$ cat config.mk
export PLATFORM = sky130hd
export DESIGN_NAME = axis_rr_arbiter
export DESIGN_NICKNAME = d
export VERILOG_FILES = /design/src/rtl/axis_rr_arbiter.sv
export SDC_FILE = /design/constraint.sdc
export NUM_CORES = 1
export LEC_CHECK = 0
export CORE_ASPECT_RATIO = 1.1
export CORE_MARGIN = 1
export CORE_UTILIZATION = 28
export CTS_CLUSTER_DIAMETER = 50
export DETAILED_ROUTE_END_ITERATION = 10
export GPL_TIMING_DRIVEN = 0
export PLACE_DENSITY = 0.87
export SETUP_SLACK_MARGIN = 0.15
export SLEW_MARGIN = 20
export SYNTH_ARGS = -nofsm -noshare
export SYNTH_HDL_FRONTEND = slang
export SYNTH_SLANG_ARGS = --single-unit
$ cat constraint.sdc
create_clock -name ACLK -period 3.1 [get_ports ACLK]
set_input_delay 0.31 -clock ACLK [delete_from_list [all_inputs] [get_ports ACLK]]
set_output_delay 0.31 -clock ACLK [all_outputs]
set_load 0.02 [all_outputs]
$ cat src/rtl/axis_rr_arbiter.sv
// N-to-1 AXI-Stream packet arbiter: round-robin grant per packet, lock held until TLAST.
// Optional macro AXIS_ARB_TID_TAG_EN stamps grant_idx into the low bits of m_tid.
module axis_rr_arbiter #(
  parameter int NUM_SRC     = 4,
  parameter int TDATA_WIDTH = 8,
  parameter int TDEST_WIDTH = 8,
  parameter int TUSER_WIDTH = 1,
  parameter int TID_WIDTH   = 8,
  localparam int KW = TDATA_WIDTH / 8,
  localparam int IW = $clog2(NUM_SRC)
) (
  input  logic                             ACLK,
  input  logic                             ARESETn,
  input  logic [NUM_SRC-1:0]               s_tvalid,
  output logic [NUM_SRC-1:0]               s_tready,
  input  logic [NUM_SRC*TDATA_WIDTH-1:0]   s_tdata,
  input  logic [NUM_SRC*KW-1:0]            s_tkeep,
  input  logic [NUM_SRC*KW-1:0]            s_tstrb,
  input  logic [NUM_SRC-1:0]               s_tlast,
  input  logic [NUM_SRC*TID_WIDTH-1:0]     s_tid,
  input  logic [NUM_SRC*TDEST_WIDTH-1:0]   s_tdest,
  input  logic [NUM_SRC*TUSER_WIDTH-1:0]   s_tuser,
  output logic                             m_tvalid,
  input  logic                             m_tready,
  output logic [TDATA_WIDTH-1:0]           m_tdata,
  output logic [KW-1:0]                    m_tkeep,
  output logic [KW-1:0]                    m_tstrb,
  output logic                             m_tlast,
  output logic [TID_WIDTH-1:0]             m_tid,
  output logic [TDEST_WIDTH-1:0]           m_tdest,
  output logic [TUSER_WIDTH-1:0]           m_tuser,
  output logic                             grant_valid,
  output logic [IW-1:0]                    grant_idx
);

  typedef enum logic {ST_IDLE, ST_LOCK} state_e;

  state_e        state_q, state_d;
  logic [IW-1:0] grant_q, grant_d;
  logic [IW-1:0] last_q, last_d;
  logic [IW-1:0] pick;
  logic          any_req;

  logic [TDATA_WIDTH-1:0] data_a [NUM_SRC];
  logic [KW-1:0]          keep_a [NUM_SRC];
  logic [KW-1:0]          strb_a [NUM_SRC];
  logic [TID_WIDTH-1:0]   id_a   [NUM_SRC];
  logic [TDEST_WIDTH-1:0] dest_a [NUM_SRC];
  logic [TUSER_WIDTH-1:0] user_a [NUM_SRC];

  for (genvar g = 0; g < NUM_SRC; g++) begin : g_unpack
    assign data_a[g] = s_tdata[g*TDATA_WIDTH +: TDATA_WIDTH];
    assign keep_a[g] = s_tkeep[g*KW +: KW];
    assign strb_a[g] = s_tstrb[g*KW +: KW];
    assign id_a[g]   = s_tid[g*TID_WIDTH +: TID_WIDTH];
    assign dest_a[g] = s_tdest[g*TDEST_WIDTH +: TDEST_WIDTH];
    assign user_a[g] = s_tuser[g*TUSER_WIDTH +: TUSER_WIDTH];
  end

  function automatic logic [IW-1:0] wrap_add(input logic [IW-1:0] base, input int off);
    return IW'((int'(base) + off) % NUM_SRC);
  endfunction

  // Search starts just after the previous winner, so the last grantee ranks lowest.
  always_comb begin
    pick    = last_q;
    any_req = 1'b0;
    for (int i = 1; i <= NUM_SRC; i++) begin
      if (!any_req && s_tvalid[wrap_add(last_q, i)]) begin
        any_req = 1'b1;
        pick    = wrap_add(last_q, i);
      end
    end
  end

  always_comb begin
    state_d = state_q;
    grant_d = grant_q;
    last_d  = last_q;
    case (state_q)
      ST_IDLE: begin
        if (any_req) begin
          state_d = ST_LOCK;
          grant_d = pick;
        end
      end
      ST_LOCK: begin
        if (m_tvalid && m_tready && m_tlast) begin
          state_d = ST_IDLE;
          last_d  = grant_q;
        end
      end
      default: state_d = ST_IDLE;
    endcase
  end

  always_comb begin
    s_tready = '0;
    m_tvalid = 1'b0;
    m_tdata  = '0;
    m_tkeep  = '0;
    m_tstrb  = '0;
    m_tlast  = 1'b0;
    m_tid    = '0;
    m_tdest  = '0;
    m_tuser  = '0;
    if (state_q == ST_LOCK) begin
      m_tvalid          = s_tvalid[grant_q];
      s_tready[grant_q] = m_tready;
      m_tdata           = data_a[grant_q];
      m_tkeep           = keep_a[grant_q];
      m_tstrb           = strb_a[grant_q];
      m_tlast           = s_tlast[grant_q];
      m_tid             = id_a[grant_q];
      m_tdest           = dest_a[grant_q];
      m_tuser           = user_a[grant_q];
`ifdef AXIS_ARB_TID_TAG_EN
      m_tid[IW-1:0]     = grant_q;
`endif
    end
  end

  // last_q resets to the top index so source 0 wins the first arbitration.
  always_ff @(posedge ACLK or negedge ARESETn) begin
    if (!ARESETn) begin
      state_q <= ST_IDLE;
      grant_q <= '0;
      last_q  <= IW'(NUM_SRC - 1);
    end else begin
      state_q <= state_d;
      grant_q <= grant_d;
      last_q  <= last_d;
    end
  end

  assign grant_valid = (state_q == ST_LOCK);
  assign grant_idx   = grant_q;

endmodule

==> impl_metrics.env, run 1 <==
export IMPL_dieArea_um2=4620
export IMPL_max_cap_violations=0
export IMPL_fin_setup_tns_ns=0
export IMPL_fin_nets=380
export IMPL_start_util_pct=30.0
export IMPL_pwr_share_clk_pct=5.1
export IMPL_p_per_area_nw_per_um2=803
export IMPL_slew_headroom_pct=66.6
export IMPL_cts_max_level=1
export IMPL_cts_buffer_depth=2
export IMPL_seq_power_share_pct=6.3
export IMPL_path_class="reg2out"
export IMPL_area_delta_synth_final_pct=136
export IMPL_cts_root_buf="clkbuf_8"
export IMPL_synth_xor_area_share_pct=0
export IMPL_worst_skew_pair_late_latency_ns=0.22
export IMPL_ys_flop_type="dfrtp_1"
export IMPL_finalSetupViolCount=0
export IMPL_tightest_slew_ns=0.501
export IMPL_clk_pin_slew_ns=0.04
export IMPL_crit_arrival_ns=2.25
export IMPL_cp_required_ns=2.79
export IMPL_syn_cell_area_um2=1220
export IMPL_grt_pass1_vias=1512
export IMPL_internal_power_w=0.00135
export IMPL_leakagePower_nw=1.06
export IMPL_numCtsBuffers=3
export IMPL_final_common_cell="clkdlybuf4s50_1"
export IMPL_num_io_pins=155
export IMPL_cts_resized=0
export IMPL_cts_sinks=5
export IMPL_io_buffers=154
export IMPL_syn_inst=102
export IMPL_core_area_um2=4050
export IMPL_peakVddDrop_mv=0.485
export IMPL_synthDistinctLibCells=24
export IMPL_drive_gt1_share_pct=17.3
export IMPL_async_flop_share_pct=100
export IMPL_synthAdderAreaFrac_pct=0
export IMPL_grt_pass1_wl_um=8270
export IMPL_start_kind="register"
export IMPL_grt_max_degree=11
export IMPL_rsz0062_at_grt="false"
export IMPL_antenna_cells=0
export IMPL_route_detailed_drc=0
export IMPL_fin_crit_ns=2.56
export IMPL_synth_top_family_by_area="multiplexers"
export IMPL_drt_initial_drc_count=48
export IMPL_vias=1539
export IMPL_synth_edf_count=0
export IMPL_comb_power_share_pct=88.7
export IMPL_wl_per_cell_um=17.7
export IMPL_yosys_register_bits=5
export IMPL_cts_hold_buf=0
export IMPL_gp_congestion=0.877
export IMPL_die_y_um=71.2
export IMPL_holdCritPathClass="in2async"
export IMPL_netSwitchingPower_w=0.000953
export IMPL_swShare_pct=41.4
export IMPL_fin_crit_sh_pct=82.4
export IMPL_maxSlewViolCount=0
export IMPL_yosysWarnings=0
export IMPL_dp_hpwl_um=4880
export IMPL_outcome="complete, no violations"
export IMPL_viasPerCell=4.93
export IMPL_cp_max_fo=10
export IMPL_synthSimpleGateAreaFrac_pct=22.8
export IMPL_die_width_um=64.9
export IMPL_syn_num_nets=221
export IMPL_postCtsSetupBuffers=0
export IMPL_synth_compound_area_share_pct=4.42
export IMPL_num_fill_cells=306
export IMPL_synth_area_mux_share_pct=55.5
export IMPL_wl_um=5530
export IMPL_fmax_mhz=391
export IMPL_cp_end_kind="output port"
export IMPL_setup_slack_ns=0.544
export IMPL_drt_pass1_iterations=4
export IMPL_postRouteAntennaNets=0
export IMPL_final_cell_mix="clkdlybuf4s50_1, and2_1, mux4_2, clkbuf_1, buf_6"
export IMPL_syn_avg_cell_area_um2=11.9
export IMPL_seq_area_frac_synth_pct=10.5
export IMPL_cts_tree="yes"
export IMPL_antenna_found_initial=0
export IMPL_hold_viol=0
export IMPL_place_ws_ns=0.739
export IMPL_grt_usage_pct=23.6
export IMPL_grt_overflow=0
export IMPL_row_count=24
export IMPL_skew_ns=0.00321
==> critical path, cell delays in order, from the launching register on <==
cell,delay [ns]
dfrtp_1,0.35
buf_6,0.15
buf_2,0.27
mux4_2,0.53
and2_1,0.16
clkdlybuf4s50_1,0.56
==> cells by family after synthesis <==
kind of cell | after synthesis
muxes | 31
and+or+nand+nor | 46
DFF | 5
buffers and inverters | 13
AOI/OAI and AO/OA | 7
==> power groups by stage <==
| stage | clock (W) | sequential, W | combinational (W) |
|---|---|---|---|
| global placement | 0 | 0.000143 | 0.00204 |
| finish | 0.000116 | 0.000145 | 0.00204 |
| floorplan | 0 | 0.000156 | 0.00120 |
| CTS | 0.000120 | 0.000145 | 0.00207 |
| global route | 0.000124 | 0.000151 | 0.00216 |
| detailed placement | 0 | 0.000145 | 0.00206 |
==> final timing paths <==
kind	from	endpoint	slack [ns]	depth (start not counted)
setup reg to reg	grant_idx[0]	last_q[0]	1.50	4
min in group ACLK	last_q[0]	last_q[0]	0.65	1
setup / recovery	grant_idx[0]	m_tid[3]	0.54	5
hold reg to reg	last_q[0]	last_q[0]	0.65	1
max in group asynchronous	ARESETn	last_q[0]	2.54	1
hold / removal	ARESETn	grant_idx[1]	0.31	1
==> per-stage QoR <==
step | cells | cell area (µm²) | utilization [%] | total power (W) | hold WS (ns)
finish | 312 | 2870 | 70.8 | 0.00230 | 0.308
global route | 312 | 2870 | 70.8 | 0.00243 | 0.324
CTS | 312 | 2870 | 70.8 | 0.00233 | 0.307
detailed placement | 308 | 2820 | 69.7 | 0.00221 | 0.543
global placement | 308 | 2820 | 69.7 | 0.00218 | 0.538
floorplan | 102 | 1220 | - | 0.00136 | 0.0144
==> final cells by class <==
type / instances / area, µm² / share of cell area, %
inverter: 2 / 7.51 / 0.262
tap: 52 / 65.1 / 2.27
multi-input combinational: 84 / 1010 / 35.1
clock buffer: 4 / 45.0 / 1.57
buffer: 11 / 75.1 / 2.62
timing repair buffer: 154 / 1540 / 53.7
sequential: 5 / 128 / 4.45
==> layer usage <==
layer	track usage (%)	vias up	wire, µm
met5	0	-	0
met4	7.16	0	167
met3	5.81	16	506
met2	42.7	71	2920
met1	27.0	732	1930
li1	-	720	-
==> cell usage after synthesis (all sizes together), types with 2 or more instances <==
cell    count  area share (%)
mux2        2             1.8
nand2b      2             1.0
nand2       3            0.92
nor2        3            0.92
buf         7             4.9
nor3        3             1.2
a21o        2             1.2
inv         2            0.62
dfrtp       3             6.2
dfstp       2             4.3
and2       30              15
mux4       29              54
clkbuf      4             1.2
==> registers in the layout, indices dropped and copies added (netlist names) <==
| signal | flops |
|---|---|
| grant_idx | 2 |
| grant_valid | 1 |
| last_q | 2 |
(Power assumes the default switching activity.)
==> inputs of run 2 (changes only) <==
--- a/config.mk
+++ b/config.mk
@@ -7,11 +7,11 @@
 export LEC_CHECK = 0
 export CORE_ASPECT_RATIO = 1.1
 export CORE_MARGIN = 1
-export CORE_UTILIZATION = 28
+export CORE_UTILIZATION = 26
 export CTS_CLUSTER_DIAMETER = 50
 export DETAILED_ROUTE_END_ITERATION = 10
 export GPL_TIMING_DRIVEN = 0
-export PLACE_DENSITY = 0.87
+export PLACE_DENSITY = 0.82
 export SETUP_SLACK_MARGIN = 0.15
 export SLEW_MARGIN = 20
 export SYNTH_ARGS = -nofsm -noshare
==> constraint.sdc (replaced) <==
create_clock -name ACLK -period 2.6 [get_ports ACLK]
set_input_delay 0.26 -clock ACLK [delete_from_list [all_inputs] [get_ports ACLK]]
set_output_delay 0.26 -clock ACLK [all_outputs]
set_load 0.02 [all_outputs]
==> impl_metrics.env, run 2 (synthesis gave the netlist of run 1 again) <==
export IMPL_clk_pin_slew_ns=0.04
export IMPL_tightest_slew_ns=0.406
export IMPL_die_y_um=73.8
export IMPL_peakVddDrop_mv=0.644
export IMPL_num_fill_cells=378
export IMPL_fin_crit_ns=2.38
export IMPL_core_area_um2=4410
export IMPL_grt_pass1_vias=1513
export IMPL_path_class="reg2out"
export IMPL_num_io_pins=155
export IMPL_postCtsSetupBuffers=0
export IMPL_rsz0062_at_grt="false"
export IMPL_maxSlewViolCount=0
export IMPL_fin_cells=314
export IMPL_fmax_mhz=421
export IMPL_antenna_cells=0
export IMPL_fin_nets=380
export IMPL_cts_buffer_depth=2
export IMPL_cts_tree="yes"
export IMPL_dp_hpwl_um=4770
export IMPL_wl_um=5590
export IMPL_drt_initial_drc_count=35
export IMPL_path_cells="buf_6 -> buf_4 -> mux4_2 -> and2_1 -> clkdlybuf4s50_1"
export IMPL_grt_usage_pct=22.2
export IMPL_fin_util_pct=66.2
export IMPL_dpl_cell_count=310
export IMPL_grt_max_degree=11
export IMPL_viasPerCell=4.92
export IMPL_antenna_found_initial=0
export IMPL_drive_gt1_share_pct=17.7
export IMPL_start_kind="register"
export IMPL_area_delta_synth_final_pct=140
export IMPL_final_common_cell="clkdlybuf4s50_1"
export IMPL_grt_overflow=0
export IMPL_cts_hold_buf=0
export IMPL_worst_path_buf_inv=3
export IMPL_gp_congestion=0.803
export IMPL_grt_pass1_wl_um=8070
export IMPL_crit_slowest_cell="clkdlybuf4s50_1"
export IMPL_io_buffers=154
export IMPL_cp_end_kind="output port"
export IMPL_slew_headroom_pct=72.9
export IMPL_cp_required_ns=2.34
export IMPL_skew_ns=0.00514
export IMPL_fin_setup_tns_ns=0
export IMPL_fin_crit_sh_pct=91.4
export IMPL_cts_root_buf="clkbuf_8"
export IMPL_p_per_area_nw_per_um2=932
export IMPL_crit_arrival_ns=2.12
export IMPL_numCtsBuffers=3
export IMPL_final_cell_mix="clkdlybuf4s50_1, and2_1, mux4_2, dlymetal6s2s_1"
export IMPL_route_detailed_drc=0
export IMPL_max_cap_violations=0
export IMPL_postRouteAntennaNets=0
export IMPL_die_width_um=67.2
export IMPL_start_util_pct=27.6
export IMPL_row_count=25
export IMPL_wl_per_cell_um=17.8
export IMPL_finalSetupViolCount=0
export IMPL_leakagePower_nw=1.25
export IMPL_dieArea_um2=4960
export IMPL_cts_max_level=1
export IMPL_cts_sinks=5
export IMPL_cp_slowest_stage_delay_ns=0.53
export IMPL_outcome="complete, no violations"
export IMPL_worst_skew_pair_late_latency_ns=0.22
export IMPL_hold_viol=0
export IMPL_cp_top_family="buffers and inverters"
export IMPL_holdCritPathClass="in2async"
export IMPL_vias=1546
export IMPL_drt_pass1_iterations=4
export IMPL_cp_max_fo=10
[run 2: timing repair]
action / CTS / global route
resized for setup: 3 / 18
setup endpoints to repair: 6 / 18
endpoints found under the hold margin: 0 / 0
[run 2: area by class of cell]
type	count	area [µm²]	share of cell area [%]
Tap cell	54	67.6	2.31
Inverter	2	7.51	0.257
Multi-Input combinational cell	84	1010	34.5
Timing Repair Buffer	154	1590	54.3
Buffer	11	78.8	2.70
Clock buffer	4	45.0	1.54
Sequential cell	5	128	4.37
[run 2: final timing paths]
kind                         startpoint            to  slack, ns  cells past startpoint
max                        grant_idx[0]      m_tid[3]       0.22                      5
min                             ARESETn  grant_idx[1]       0.26                      1
max reg2reg                grant_idx[1]     last_q[1]       1.00                      4
min reg2reg                   last_q[0]     last_q[0]       0.65                      1
max in group asynchronous       ARESETn     last_q[1]       2.08                      1
min in group ACLK             last_q[0]     last_q[0]       0.65                      1
[run 2: layer usage]
layer  vias to the layer above  GRT usage (%)  share of wire [%]
met3                        14           6.52                9.7
li1                        719              -                  -
met2                        72           40.6                 53
met5                         -              0                  0
met4                         0           5.67                2.0
met1                       741           24.6                 35
[run 2: where the power goes]
part           leakage [nW]  internal (W)  total [W]  switching, W
Combinational          1.17       0.00134    0.00241       0.00107
Sequential           0.0526      0.000128   0.000170     0.0000423
Clock                0.0228      0.000105   0.000145     0.0000392
[run 2: metrics by stage]
step	worst slack, ns	hold slack (ns)	instance area, µm²	total power [W]
floorplan	0.761	-0.0356	1220	0.00162
global placement	0.338	0.498	2830	0.00260
detailed placement	0.331	0.498	2830	0.00263
CTS	0.174	0.269	2870	0.00279
global route	0.151	0.283	2920	0.00290
finish	0.225	0.261	2920	0.00272
==> RTL change, RTL diff (flow settings as in run 2) <==
The option `AXIS_ARB_TID_TAG_EN` is turned on by a define.
--- a/src/rtl/axis_rr_arbiter.sv
+++ b/src/rtl/axis_rr_arbiter.sv
@@ -1,5 +1,7 @@
 // N-to-1 AXI-Stream packet arbiter: round-robin grant per packet, lock held until TLAST.
 // Optional macro AXIS_ARB_TID_TAG_EN stamps grant_idx into the low bits of m_tid.
+`define AXIS_ARB_TID_TAG_EN
+
 module axis_rr_arbiter #(
   parameter int NUM_SRC     = 4,
   parameter int TDATA_WIDTH = 8,
Check against the original RTL: not equivalent (Yosys sat finds a counterexample within 4 cycles, from zero or initial values and one cycle with ARESETn low).
==> RTL change against run 2 <==
Die area down 3.1%; via count down 3.0%; total power down 7.2%; routed wire length down 15%; first-iteration DRC count up 17%; sequential share of layout area up 0.20 points; area after synthesis down 3.2%; cell count down 2.9%; worst setup slack worse by 0.016 ns; critical path depth unchanged; cell area down 4.4%; worst hold slack better by 0.0065 ns; sequential cell count unchanged; critical endpoint is now m_tdata[6]; largest power group unchanged; highest routed layer unchanged.
==> RTL change: results (changes against run 2) <==
[cells_and_area]
seq_area_frac = 0.0457  ; +0.00202
clk_share = 0.0161  ; +0.000713
layout.nets = 371  ; -2.4%
stdcell_area_um2 = 2790  ; -4.4%
multi_input_area_share = 0.346  ; +0.000689
n_all_buffers = 158  ; -4.2%
drive_gt1_frac = 0.171  ; -0.00561
nFillCells = 362  ; -4.2%
nMultiInputCombCells = 82  ; -2.4%
buf_share = 0.565  ; -0.00461

[placement]
place_congestion = 0.787  ; -2.1%
dpl_cell_area_um2 = 2710  ; -4.2%
post-place-ws_ns = 0.326  ; -0.00493 ns
dp_cells = 301  ; -2.9%
place_hpwl_um = 4010  ; -16%
port_buffers = 146  ; -5.2%

[yosys]
synth_commonest_cells = and2_1, mux4_2, clkbuf_1
yosys.area.top_type = mux4_2
synthTopCellsByArea = mux4_2, and2_1, dfrtp_1
syn_area_per_cell_um2 = 11.7  ; -2.2%
yosysSeqAreaShare = 0.108  ; +0.00345
ys_types = 25  ; +4.2%
synth_nets = 220  ; -0.45%

[grt]
grt_pass1_vias = 1514  ; +0.066%
grt_first_pass_wirelength_um = 7310  ; -9.3%
track_usage = 0.201  ; -0.0207

[critical_path]
r2r_end = last_q[1]
critPathLaunch = grant_idx[0]
r2r_slack_ns = 1.01
worstSetupEndpoint = m_tdata[6]

[timing]
fin_skew_ns = 0.000218  ; -0.00492 ns
whs_ns = 0.268  ; +0.00653 ns
post-route-min-period_ns = 2.39  ; +0.0158 ns
relSlewSlack = 0.632  ; -0.0972

[drt]
wire_per_inst_um = 15.6  ; -12%
viasPerCell = 4.92  ; -0.11%
routed_wl_um = 4770  ; -15%
drtIter0Drc = 41  ; +17%

[pwr]
power_leakage_nw = 1.16  ; -7.1%
switching_power_mw = 1.04  ; -9.2%
ir_drop_mv = 0.612  ; -5.0%

[clocking]
cts_resized = 1  ; -2

[outcome]
status = finished, final reports clean

RTL change: worst max-delay path, cell delays in order (launching register included):
cell	delay, ns
dfrtp_1	0.36
buf_6	0.14
buf_4	0.20
mux4_2	0.50
and2_1	0.18
clkdlybuf4s50_1	0.53
RTL change: cell families after synthesis:
group	synth area share
multiplexers	0.535
flip-flops	0.108
AO/OA/AOI/OAI	0.0563
buffers and inverters	0.0732
AND/OR/NAND/NOR	0.227
RTL change: power groups by stage:
stage	combinational, mW	clock, mW	sequential, mW
finish	2.22	0.146	0.157
global route	2.39	0.153	0.161
CTS	2.28	0.148	0.156
detailed placement	2.27	0	0.157
global placement	2.25	0	0.157
floorplan	1.32	0	0.175
RTL change: metal layers:
metal / part of all wire / routed length [µm] / vias up / track usage
li1: - / - / 693 / -
met1: 0.34 / 1620 / 709 / 0.218
met2: 0.54 / 2550 / 94 / 0.388
met3: 0.12 / 556 / 4 / 0.0531
met4: 0.0080 / 38 / 0 / 0.0378
met5: 0 / 0 / - / 0
